### config.mk
export PLATFORM = sky130hd
export DESIGN_NAME = alu_op_sequencer
export DESIGN_NICKNAME = d
export VERILOG_FILES = /design/src/rtl/alu_pkg.sv /design/src/rtl/alu_cmd_fifo.sv /design/src/rtl/alu_op_sequencer.sv
export SDC_FILE = /design/constraint.sdc
export NUM_CORES = 1
export LEC_CHECK = 0
export BUFFER_PORTS_ARGS = -buffer_cell sky130_fd_sc_hd__buf_2
export CAP_MARGIN = 10
export CELL_PAD_IN_SITES_DETAIL_PLACEMENT = 0
export CELL_PAD_IN_SITES_GLOBAL_PLACEMENT = 1
export CORE_MARGIN = 1
export CORE_UTILIZATION = 49
export CTS_CLUSTER_DIAMETER = 100
export CTS_CLUSTER_SIZE = 8
export DETAILED_ROUTE_END_ITERATION = 12
export GPL_TIMING_DRIVEN = 1
export MAX_ROUTING_LAYER = met4
export PLACE_DENSITY_LB_ADDON = 0.1
export REMOVE_ABC_BUFFERS = 1
export SYNTH_ARGS = -nofsm -noshare
export SYNTH_HDL_FRONTEND = slang
export SYNTH_SLANG_ARGS = --single-unit
### constraint.sdc
create_clock -name clk -period 2.85 [get_ports clk]
set_input_delay 0.57 -clock clk [delete_from_list [all_inputs] [get_ports clk]]
set_output_delay 0.57 -clock clk [all_outputs]
set_load 0.1 [all_outputs]
### src/rtl/alu_pkg.sv
// Shared types and widths for the ALU issue stage: command record, sequencer states
// and a helper that packs a command from its loose fields.
package alu_pkg;

   localparam int DATA_W = 32;
   localparam int OPC_W  = 5;

   typedef struct packed {
      logic [DATA_W-1:0] a;
      logic [DATA_W-1:0] b;
      logic [OPC_W-1:0]  opcode;
   } alu_cmd_t;

   typedef enum logic [1:0] {
      IDLE = 2'd0,
      WAIT = 2'd1,
      RESP = 2'd2
   } seq_state_e;

   function automatic alu_cmd_t make_cmd(input logic [DATA_W-1:0] a,
                                         input logic [DATA_W-1:0] b,
                                         input logic [OPC_W-1:0]  opcode);
      alu_cmd_t cmd;
      cmd.a      = a;
      cmd.b      = b;
      cmd.opcode = opcode;
      return cmd;
   endfunction

endpackage

### src/rtl/alu_cmd_fifo.sv
// DEPTH-entry command FIFO; pointers wrap naturally because DEPTH is a power of two.
// A push is ignored while full and a pop is ignored while empty.
module alu_cmd_fifo
   import alu_pkg::*;
#(
   parameter int DEPTH = 4
) (
   input  logic                         clk,
   input  logic                         rst_n,
   input  logic                         push,
   input  alu_cmd_t                     push_cmd,
   input  logic                         pop,
   output alu_cmd_t                     head,
   output logic                         full,
   output logic                         empty,
   output logic [$clog2(DEPTH+1)-1:0]   level
);

   localparam int PTR_W = $clog2(DEPTH);
   localparam int LVL_W = $clog2(DEPTH + 1);

   alu_cmd_t          mem_q [DEPTH];
   alu_cmd_t          mem_d [DEPTH];
   logic [PTR_W-1:0]  wr_ptr_q, wr_ptr_d;
   logic [PTR_W-1:0]  rd_ptr_q, rd_ptr_d;
   logic [LVL_W-1:0]  level_q, level_d;
   logic              do_push;
   logic              do_pop;

   assign full    = (level_q == LVL_W'(DEPTH));
   assign empty   = (level_q == '0);
   assign do_push = push && !full;
   assign do_pop  = pop && !empty;
   assign head    = mem_q[rd_ptr_q];
   assign level   = level_q;

   always_comb begin
      mem_d    = mem_q;
      wr_ptr_d = wr_ptr_q;
      rd_ptr_d = rd_ptr_q;
      level_d  = level_q;
      if (do_push) begin
         mem_d[wr_ptr_q] = push_cmd;
         wr_ptr_d        = wr_ptr_q + 1'b1;
      end
      if (do_pop) begin
         rd_ptr_d = rd_ptr_q + 1'b1;
      end
      // Simultaneous push and pop leaves the occupancy unchanged.
      case ({do_push, do_pop})
         2'b10:   level_d = level_q + 1'b1;
         2'b01:   level_d = level_q - 1'b1;
         default: level_d = level_q;
      endcase
   end

   always_ff @(posedge clk or negedge rst_n) begin
      if (!rst_n) begin
         for (int i = 0; i < DEPTH; i++) begin
            mem_q[i] <= '0;
         end
         wr_ptr_q <= '0;
         rd_ptr_q <= '0;
         level_q  <= '0;
      end else begin
         mem_q    <= mem_d;
         wr_ptr_q <= wr_ptr_d;
         rd_ptr_q <= rd_ptr_d;
         level_q  <= level_d;
      end
   end

endmodule

### src/rtl/alu_op_sequencer.sv
// Issue stage for the combinational ALU: buffers commands, drives the ALU from registers,
// waits SETTLE cycles, captures the result and hands it back over a valid/ready port.
module alu_op_sequencer
   import alu_pkg::*;
#(
   parameter int DEPTH  = 4,
   parameter int SETTLE = 1
) (
   input  logic                         clk,
   input  logic                         rst_n,
   input  logic                         cmd_valid,
   output logic                         cmd_ready,
   input  logic [DATA_W-1:0]            cmd_a,
   input  logic [DATA_W-1:0]            cmd_b,
   input  logic [OPC_W-1:0]             cmd_opcode,
   output logic [DATA_W-1:0]            alu_a,
   output logic [DATA_W-1:0]            alu_b,
   output logic [OPC_W-1:0]             alu_opcode,
   input  logic [DATA_W-1:0]            alu_out,
   input  logic                         alu_carryout,
   output logic                         res_valid,
   input  logic                         res_ready,
   output logic [DATA_W-1:0]            res_data,
   output logic                         res_carry,
   output logic [OPC_W-1:0]             res_opcode,
   output logic                         busy,
   output logic [$clog2(DEPTH+1)-1:0]   fifo_level
);

   localparam int LVL_W  = $clog2(DEPTH + 1);
   localparam int WCNT_W = (SETTLE > 1) ? $clog2(SETTLE) : 1;
   localparam logic [WCNT_W-1:0] WCNT_INIT = WCNT_W'(SETTLE - 1);

   if (SETTLE < 1) begin : g_settle_check
      $error("alu_op_sequencer: SETTLE must be at least 1");
   end
   if ((DEPTH < 2) || ((DEPTH & (DEPTH - 1)) != 0)) begin : g_depth_check
      $error("alu_op_sequencer: DEPTH must be a power of two, at least 2");
   end

   seq_state_e         state_q, state_d;
   logic [WCNT_W-1:0]  wcnt_q, wcnt_d;
   logic [DATA_W-1:0]  alu_a_q, alu_a_d;
   logic [DATA_W-1:0]  alu_b_q, alu_b_d;
   logic [OPC_W-1:0]   alu_opcode_q, alu_opcode_d;
   logic [DATA_W-1:0]  res_data_q, res_data_d;
   logic               res_carry_q, res_carry_d;
   logic [OPC_W-1:0]   res_opcode_q, res_opcode_d;
   logic               res_valid_q, res_valid_d;
   logic               armed_q, armed_d;

   logic               fifo_push;
   logic               fifo_full;
   logic               fifo_empty;
   logic               issue;
   logic [LVL_W-1:0]   fifo_count;
   alu_cmd_t           head_cmd;

   // cmd_ready stays low until the first edge after reset release.
   assign cmd_ready = armed_q && !fifo_full;
   assign fifo_push = cmd_valid && cmd_ready;

   alu_cmd_fifo #(
      .DEPTH   (DEPTH)
   ) u_fifo (
      .clk      (clk),
      .rst_n    (rst_n),
      .push     (fifo_push),
      .push_cmd (make_cmd(cmd_a, cmd_b, cmd_opcode)),
      .pop      (issue),
      .head     (head_cmd),
      .full     (fifo_full),
      .empty    (fifo_empty),
      .level    (fifo_count)
   );

   always_comb begin
      state_d      = state_q;
      wcnt_d       = wcnt_q;
      alu_a_d      = alu_a_q;
      alu_b_d      = alu_b_q;
      alu_opcode_d = alu_opcode_q;
      res_data_d   = res_data_q;
      res_carry_d  = res_carry_q;
      res_opcode_d = res_opcode_q;
      res_valid_d  = res_valid_q;
      armed_d      = 1'b1;
      issue        = 1'b0;
      case (state_q)
         IDLE: issue = !fifo_empty;
         WAIT: begin
            if (wcnt_q != '0) begin
               wcnt_d = wcnt_q - 1'b1;
            end else begin
               res_data_d   = alu_out;
               res_carry_d  = alu_carryout;
               res_opcode_d = alu_opcode_q;
               res_valid_d  = 1'b1;
               state_d      = RESP;
            end
         end
         RESP: begin
            if (res_ready) begin
               res_valid_d = 1'b0;
               issue       = !fifo_empty;
               state_d     = IDLE;
            end
         end
         default: state_d = IDLE;
      endcase
      // The ALU operand registers only move when a command is popped.
      if (issue) begin
         alu_a_d      = head_cmd.a;
         alu_b_d      = head_cmd.b;
         alu_opcode_d = head_cmd.opcode;
         wcnt_d       = WCNT_INIT;
         state_d      = WAIT;
      end
   end

   always_ff @(posedge clk or negedge rst_n) begin
      if (!rst_n) begin
         state_q      <= IDLE;
         wcnt_q       <= '0;
         alu_a_q      <= '0;
         alu_b_q      <= '0;
         alu_opcode_q <= '0;
         res_data_q   <= '0;
         res_carry_q  <= 1'b0;
         res_opcode_q <= '0;
         res_valid_q  <= 1'b0;
         armed_q      <= 1'b0;
      end else begin
         state_q      <= state_d;
         wcnt_q       <= wcnt_d;
         alu_a_q      <= alu_a_d;
         alu_b_q      <= alu_b_d;
         alu_opcode_q <= alu_opcode_d;
         res_data_q   <= res_data_d;
         res_carry_q  <= res_carry_d;
         res_opcode_q <= res_opcode_d;
         res_valid_q  <= res_valid_d;
         armed_q      <= armed_d;
      end
   end

   assign alu_a      = alu_a_q;
   assign alu_b      = alu_b_q;
   assign alu_opcode = alu_opcode_q;
   assign res_data   = res_data_q;
   assign res_carry  = res_carry_q;
   assign res_opcode = res_opcode_q;
   assign res_valid  = res_valid_q;
   assign fifo_level = fifo_count;
   assign busy       = (fifo_count != '0) || (state_q != IDLE);

endmodule

After elaboration in Yosys (flattened, before gate mapping). Index checks and enable logic that the tools add are counted.

Bits in registers: 395. Bits of input ports: 106. Output and inout bits: 113. Word-level logic and storage cells: 83.

Add/sub/neg operators: 5. Magnitude comparators: 3. Equal/unequal tests: 10. Mux-type cells: 19. Bitwise logic cells: 3. Reductions and logical operators: 18.

Operators by type and width (number): 276-bit bitwise mux (1); 69-bit 2-to-1 mux (3); 69-bit binary-select mux with 2-bit select (1); 69-bit demux with 2-bit select (1); 2-bit nonzero test (4); 3-bit >= comparator, second input constant (2); 1-bit 2-to-1 mux (6); 2-bit 2-to-1 mux (3); 3-bit by 2-bit != test with 1-bit output, second input constant (2); 2-bit inverter with 3-bit output (2); 2-bit case mux with 3 select lines (1); 3-bit case mux with 2 select lines (1); 3-bit AND reduction (2); 1-bit logical AND (5); 2-bit by 1-bit adder with 2-bit output, second input constant (2); 2-bit by 1-bit == test with 1-bit output, second input constant (2); 2-bit == test, second input constant (2); 2-bit != test, second input constant (2); 1-bit case mux with 2 select lines (2); 3-bit by 1-bit adder with 3-bit output, second input constant (1); 3-bit == test, second input constant (1); 3-bit logical NOT (1); 3-bit by 1-bit < comparator with 1-bit output, second input constant (1); 3-bit nonzero test (1); 8 further kinds (9).

Depth between registers and ports, before layout.
Depth in word-level cells: 7. Depth in mapped cells: 9. Gate-level depth less buffers: 8.

Hierarchy. From an unflattened synthesis, not the netlist that was laid out.

Cells, all modules: 950. Area total of the unflattened synthesis: 16445.8 µm².

By module, submodules not included: alu_cmd_fifo (times used 1, cells an instance 705, area an instance 12264.3 µm², sequential area each 7081.8 µm²); alu_op_sequencer (times used 1, cells an instance 245, area an instance 4181.5 µm², sequential area each 2777.7 µm²).

Worst setup path before layout. OpenSTA, ideal clock, no wires.

Path type: reg2reg. From: reg u_fifo.level_q[0], in the netlist u_fifo.level[0]. To: reg u_fifo.level_q[2], in the netlist u_fifo.level[2]. Library setup time: 0.162 ns. Data arrival time: 2.736 ns. Data required time: 2.688 ns. Setup slack: -0.048 ns. Stages on the path, launching flop included: 10. Path buffers: 1. Clock period less this slack: 2.898 ns. Cells stage by stage: dfrtp_1 nor3_1 nor3_2 buf_2 ha_1 inv_1 fa_1 xor2_1 nor2_1 xor2_1.

Word-level cells in the longest chain between the ends: 7. Elaborated cells on any way between the ends: 16. Classes of those cells: 2 x add/sub; 3 x eq/ne; 3 x mux; 8 x reduce/logical.

Ends and longest elaborated chain: from (decl) (RTL line alu_cmd_fifo.sv:26) `logic [LVL_W-1:0] level_q, level_d;`; from (signal assigned) (RTL line alu_cmd_fifo.sv:69) `level_q <= level_d;`; 3-bit logical NOT * (RTL line alu_cmd_fifo.sv:31) `assign empty = (level_q == '0);`; 1-bit logical NOT * (RTL line alu_cmd_fifo.sv:33, alu_op_sequencer.sv:90, alu_op_sequencer.sv:105); 1-bit 2-to-1 mux (RTL line alu_op_sequencer.sv:103) `if (res_ready) begin`; 1-bit case mux with 2 select lines (RTL line alu_op_sequencer.sv:89) `case (state_q)`; 1-bit logical AND * (RTL line alu_cmd_fifo.sv:33) `assign do_pop = pop && !empty;`; via u_fifo.do_pop (RTL line alu_cmd_fifo.sv:28) `logic do_pop;`; 2-bit by 1-bit == test with 1-bit output or 2-bit == test (tied branches) (RTL line alu_cmd_fifo.sv:50) `case ({do_push, do_pop})`; 3-bit case mux with 2 select lines or 2-bit nonzero test (tied branches).

The timed path passes the listed nets; every way through them passes the cells marked *. A chain may end at the register's enable or synchronous reset.

Worst setup path after layout.
From: reg u_fifo.level_q[0], in the netlist u_fifo.level[0]. To: out busy.

Word-level cells in the longest chain between the ends: 2.

Ends and longest elaborated chain: 3-bit nonzero test (RTL line alu_op_sequencer.sv:155) `assign busy = (fifo_count != '0) || (state_q != IDLE);`; 1-bit logical OR (RTL line alu_op_sequencer.sv:155); to (decl) (RTL line alu_op_sequencer.sv:26) `output logic busy,`.

Every way passes these cells.

==> key figures <==
Worst setup path
  – CP required: 2.28 ns
  – Nature of the critical path endpoint: primary output
  – FF-to-FF End: u_fifo.level[1]
  – Path depth of the worst reg2reg path: 6
  – Max Fanout on Critical Path: 5
  – Critical Setup Path Class: flip-flop to primary output
  – Crit path arrival time: 2.01 ns
  – CP startpoint kind: flip-flop
  – R2R setup slack: 0.76 ns
  – Critical path origin: u_fifo.level[0]
  – R2r startpoint: u_fifo.level[0]
  – Setup crit end: busy

Global route
  – Largest net degree at the start of global routing: 73
  – Grt ovf: 0
  – Met1 GRT Util: 27.6%
  – Most Used Layer, Global Route: met2
  – GRT Resource Usage Total: 21.0%
  – Vias in the first global route: 9465
  – First-pass GRT wire length: 53700 um
  – Met2 Use GR: 33.1%
  – Met3 Use GR: 4.62%
  – Antenna violations before repair: 4

STA
  – Final Cycle Share: 90.6%
  – Final setup violation count: 0
  – Hold_ws: -0.00564 ns
  – Pins Over Slew Limit: 0
  – RSZ-0062 raised after global routing: false
  – Fmax: 0.387 GHz
  – Setup Skew: 0.0226 ns
  – Relative slew slack: 53.1%
  – Fin crit period: 2.58 ns
  – Fin. Hold Viols: 3
  – Worst Tran Pin Value: 0.698 ns

Synthesis
  – Yosys top cell by area: dfrtp_1
  – Synth Area per Inst: 17.5 um^2
  – Synth area leaders: dfrtp_1 (59%), mux2_2 (23%), mux4_2 (9.4%)
  – Distinct cells, synth: 28
  – Post-synth top area share: 59.5%
  – #FFs+latches synth: 394
  – Synth Instances: 947
  – Register area share after synthesis: 59.5%
  – Cell Area, Synth: 16600 um^2
  – Ys Warns: 0

Min path
  – Min-delay worst type: input port to asynchronous set/reset pin

Clock network
  – Post-CTS Setup Inserts: 0
  – Sink Count: 394
  – Root Driver: clkbuf_16
  – H-tree levels: 2
  – CTS Buf Count: 55
  – Worst-skew pair later-pin latency: 0.57 ns
  – Clock transition at the registers of the reported paths: 0.05 ns
  – # hold bufs at CTS: 0
  – TritonCTS clock tree: yes
  – # resized after CTS: 0
  – Clk buf depth: 3

Die
  – Die H: 186 um
  – Die Wd: 186 um
  – Die area: 34600 um^2
  – Initial core utilization: 50.3%
  – I/O pin total: 219
  – Total core area: 32900 um^2
  – Row cnt: 66

Final layout
  – Share of layout cells above drive strength 1: 63.5%
  – Nets: 1303
  – Post-route cell area: 19700 um^2
  – Synth-to-Final Area Change: 19.1%
  – Core Util, Final: 59.9%

Route
  – Drt pass-1 iters: 4
  – Detailed Route WL: 33600 um
  – ANT nets after route: 0
  – 1st-iter DRT viols: 267
  – Per-cell routed wire length: 20.5 um
  – Vias per inst: 5.42
  – DRC: 0
  – DR vias: 8894

Run status
  – Status: finished, violations left
  – Violated checks: hold timing

Placed design
  – Port Buf Inserts: 218
  – Placed inst area: 18300 um^2
  – GP Congestion: 0.747
  – Detailed placer's ending HPWL: 20400 um

Flow run
  – MaxCap Viol Count: 0
cell type report:
cell class,instances,area [um^2]
multi-input combinational,487,6340
antenna,4,10.0
tap,442,553
timing repair buffer,246,1520
fill,2576,13200
inverter,7,26.3
clock buffer,57,1380
clock inverter,4,35.0
sequential,394,9870
cells in the mapped netlist, drive strengths merged:
| cell type | count |
|---|---|
| nand2 | 2 |
| nor3b | 1 |
| nor2 | 3 |
| and2b | 1 |
| buf | 50 |
| mux4 | 69 |
| dfrtp | 394 |
| xnor2 | 2 |
| fa | 1 |
| nand3b | 1 |
| inv | 7 |
| mux2 | 384 |
| nor4b | 1 |
| xor2 | 4 |
| nor2b | 1 |
| a21oi | 2 |
| nor3 | 3 |
| conb | 1 |
| and4b | 4 |
| ha | 5 |
| clkbuf | 9 |
| mux2i | 1 |
| a21o | 1 |
registers in the layout, summed over array words and instances (netlist names):
signal / count
armed_q: 1
u_fifo.wr_ptr_q: 2
res_valid: 1
alu_a: 32
state_q: 2
u_fifo.level: 3
res_data: 32
res_opcode: 5
alu_b: 32
alu_opcode: 5
u_fifo.mem_q: 276
u_fifo.rd_ptr_q: 2
res_carry: 1
worst max-delay path: stages (launching register included):
cell and delay (ns):
dfrtp_1 0.42, nor3_1 0.60, nand2_1 0.11, buf_2 0.32
per-stage QoR:
step / instances / worst slack (ns) / setup TNS (ns)
2_1_floorplan: 888 / -2.56 / -342.50
3_3_place_gp: 1576 / 0.772 / 0
3_5_place_dp: 1576 / 0.750 / 0
4_1_cts: 1637 / 0.237 / 0
5_1_grt: 1641 / 0.164 / 0
6_report: 1641 / 0.269 / 0
logic make-up after synthesis:
| kind of cell | count (synthesis) | synth area share, % |
|---|---|---|
| buf+inv | 66 | 2.42 |
| xor+xnor | 6 | 0.317 |
| other cells | 1 | 0.0226 |
| mux | 454 | 36.4 |
| fa+ha+maj | 6 | 0.498 |
| simple gates | 17 | 0.732 |
| compound gates | 3 | 0.106 |
| flops | 394 | 59.5 |
routing by layer:
metal  vias up  wire length, um  share of wire [%]
li1       3959                -                  -
met1      4695            14800                 44
met2       193            16600                 49
met3        47             1750                5.2
met4         0              512                1.5
met5         -                0                  0
worst min path at each step:
stage,slack [ns],endpoint,cells after the start,start
2_1_floorplan,0.27,alu_a[0],0,rst_n
3_3_place_gp,0.46,alu_b[26],1,alu_b[26]
3_5_place_dp,0.47,alu_b[26],1,alu_b[26]
4_1_cts,0.004,alu_b[27],1,rst_n
5_1_grt,0.04,u_fifo.mem_q[260],1,rst_n
6_report,-0.006,alu_b[27],1,rst_n
placed cells by master, fill, tap and decap left out:
| cell type | Yosys | final |
|---|---|---|
| a21o_1 | 1 | 1 |
| a21oi_1 | 2 | 2 |
| and2b_1 | 1 | 1 |
| and4b_4 | 0 | 4 |
| buf_12 | 0 | 17 |
| buf_2 | 38 | 217 |
| buf_4 | 0 | 11 |
| buf_8 | 4 | 1 |
| clkbuf_1 | 9 | 2 |
| clkbuf_16 | 0 | 55 |
| clkinv_4 | 0 | 1 |
| conb_1 | 1 | 1 |
| dfrtp_1 | 394 | 392 |
| dfrtp_4 | 0 | 2 |
| diode_2 | 0 | 4 |
| fa_1 | 1 | 1 |
| ha_1 | 5 | 5 |
| inv_1 | 7 | 7 |
| inv_6 | 0 | 3 |
| mux2_1 | 8 | 8 |
| mux2_2 | 336 | 336 |
| mux2_4 | 40 | 40 |
| mux2i_1 | 1 | 1 |
| mux4_2 | 69 | 69 |
| nand2_1 | 2 | 2 |
| nand3b_1 | 1 | 1 |
| nor2_1 | 3 | 2 |
| nor2_4 | 0 | 1 |
| nor2b_1 | 1 | 1 |
| nor3_1 | 2 | 2 |
| nor3_4 | 0 | 1 |
| nor3b_2 | 1 | 1 |
| nor4b_1 | 1 | 1 |
| xnor2_1 | 2 | 2 |
| xor2_1 | 4 | 4 |
Power is left out: the tool's default activity adds up to more than one toggle a clock period on the data nets, which glitch-free logic cannot reach.
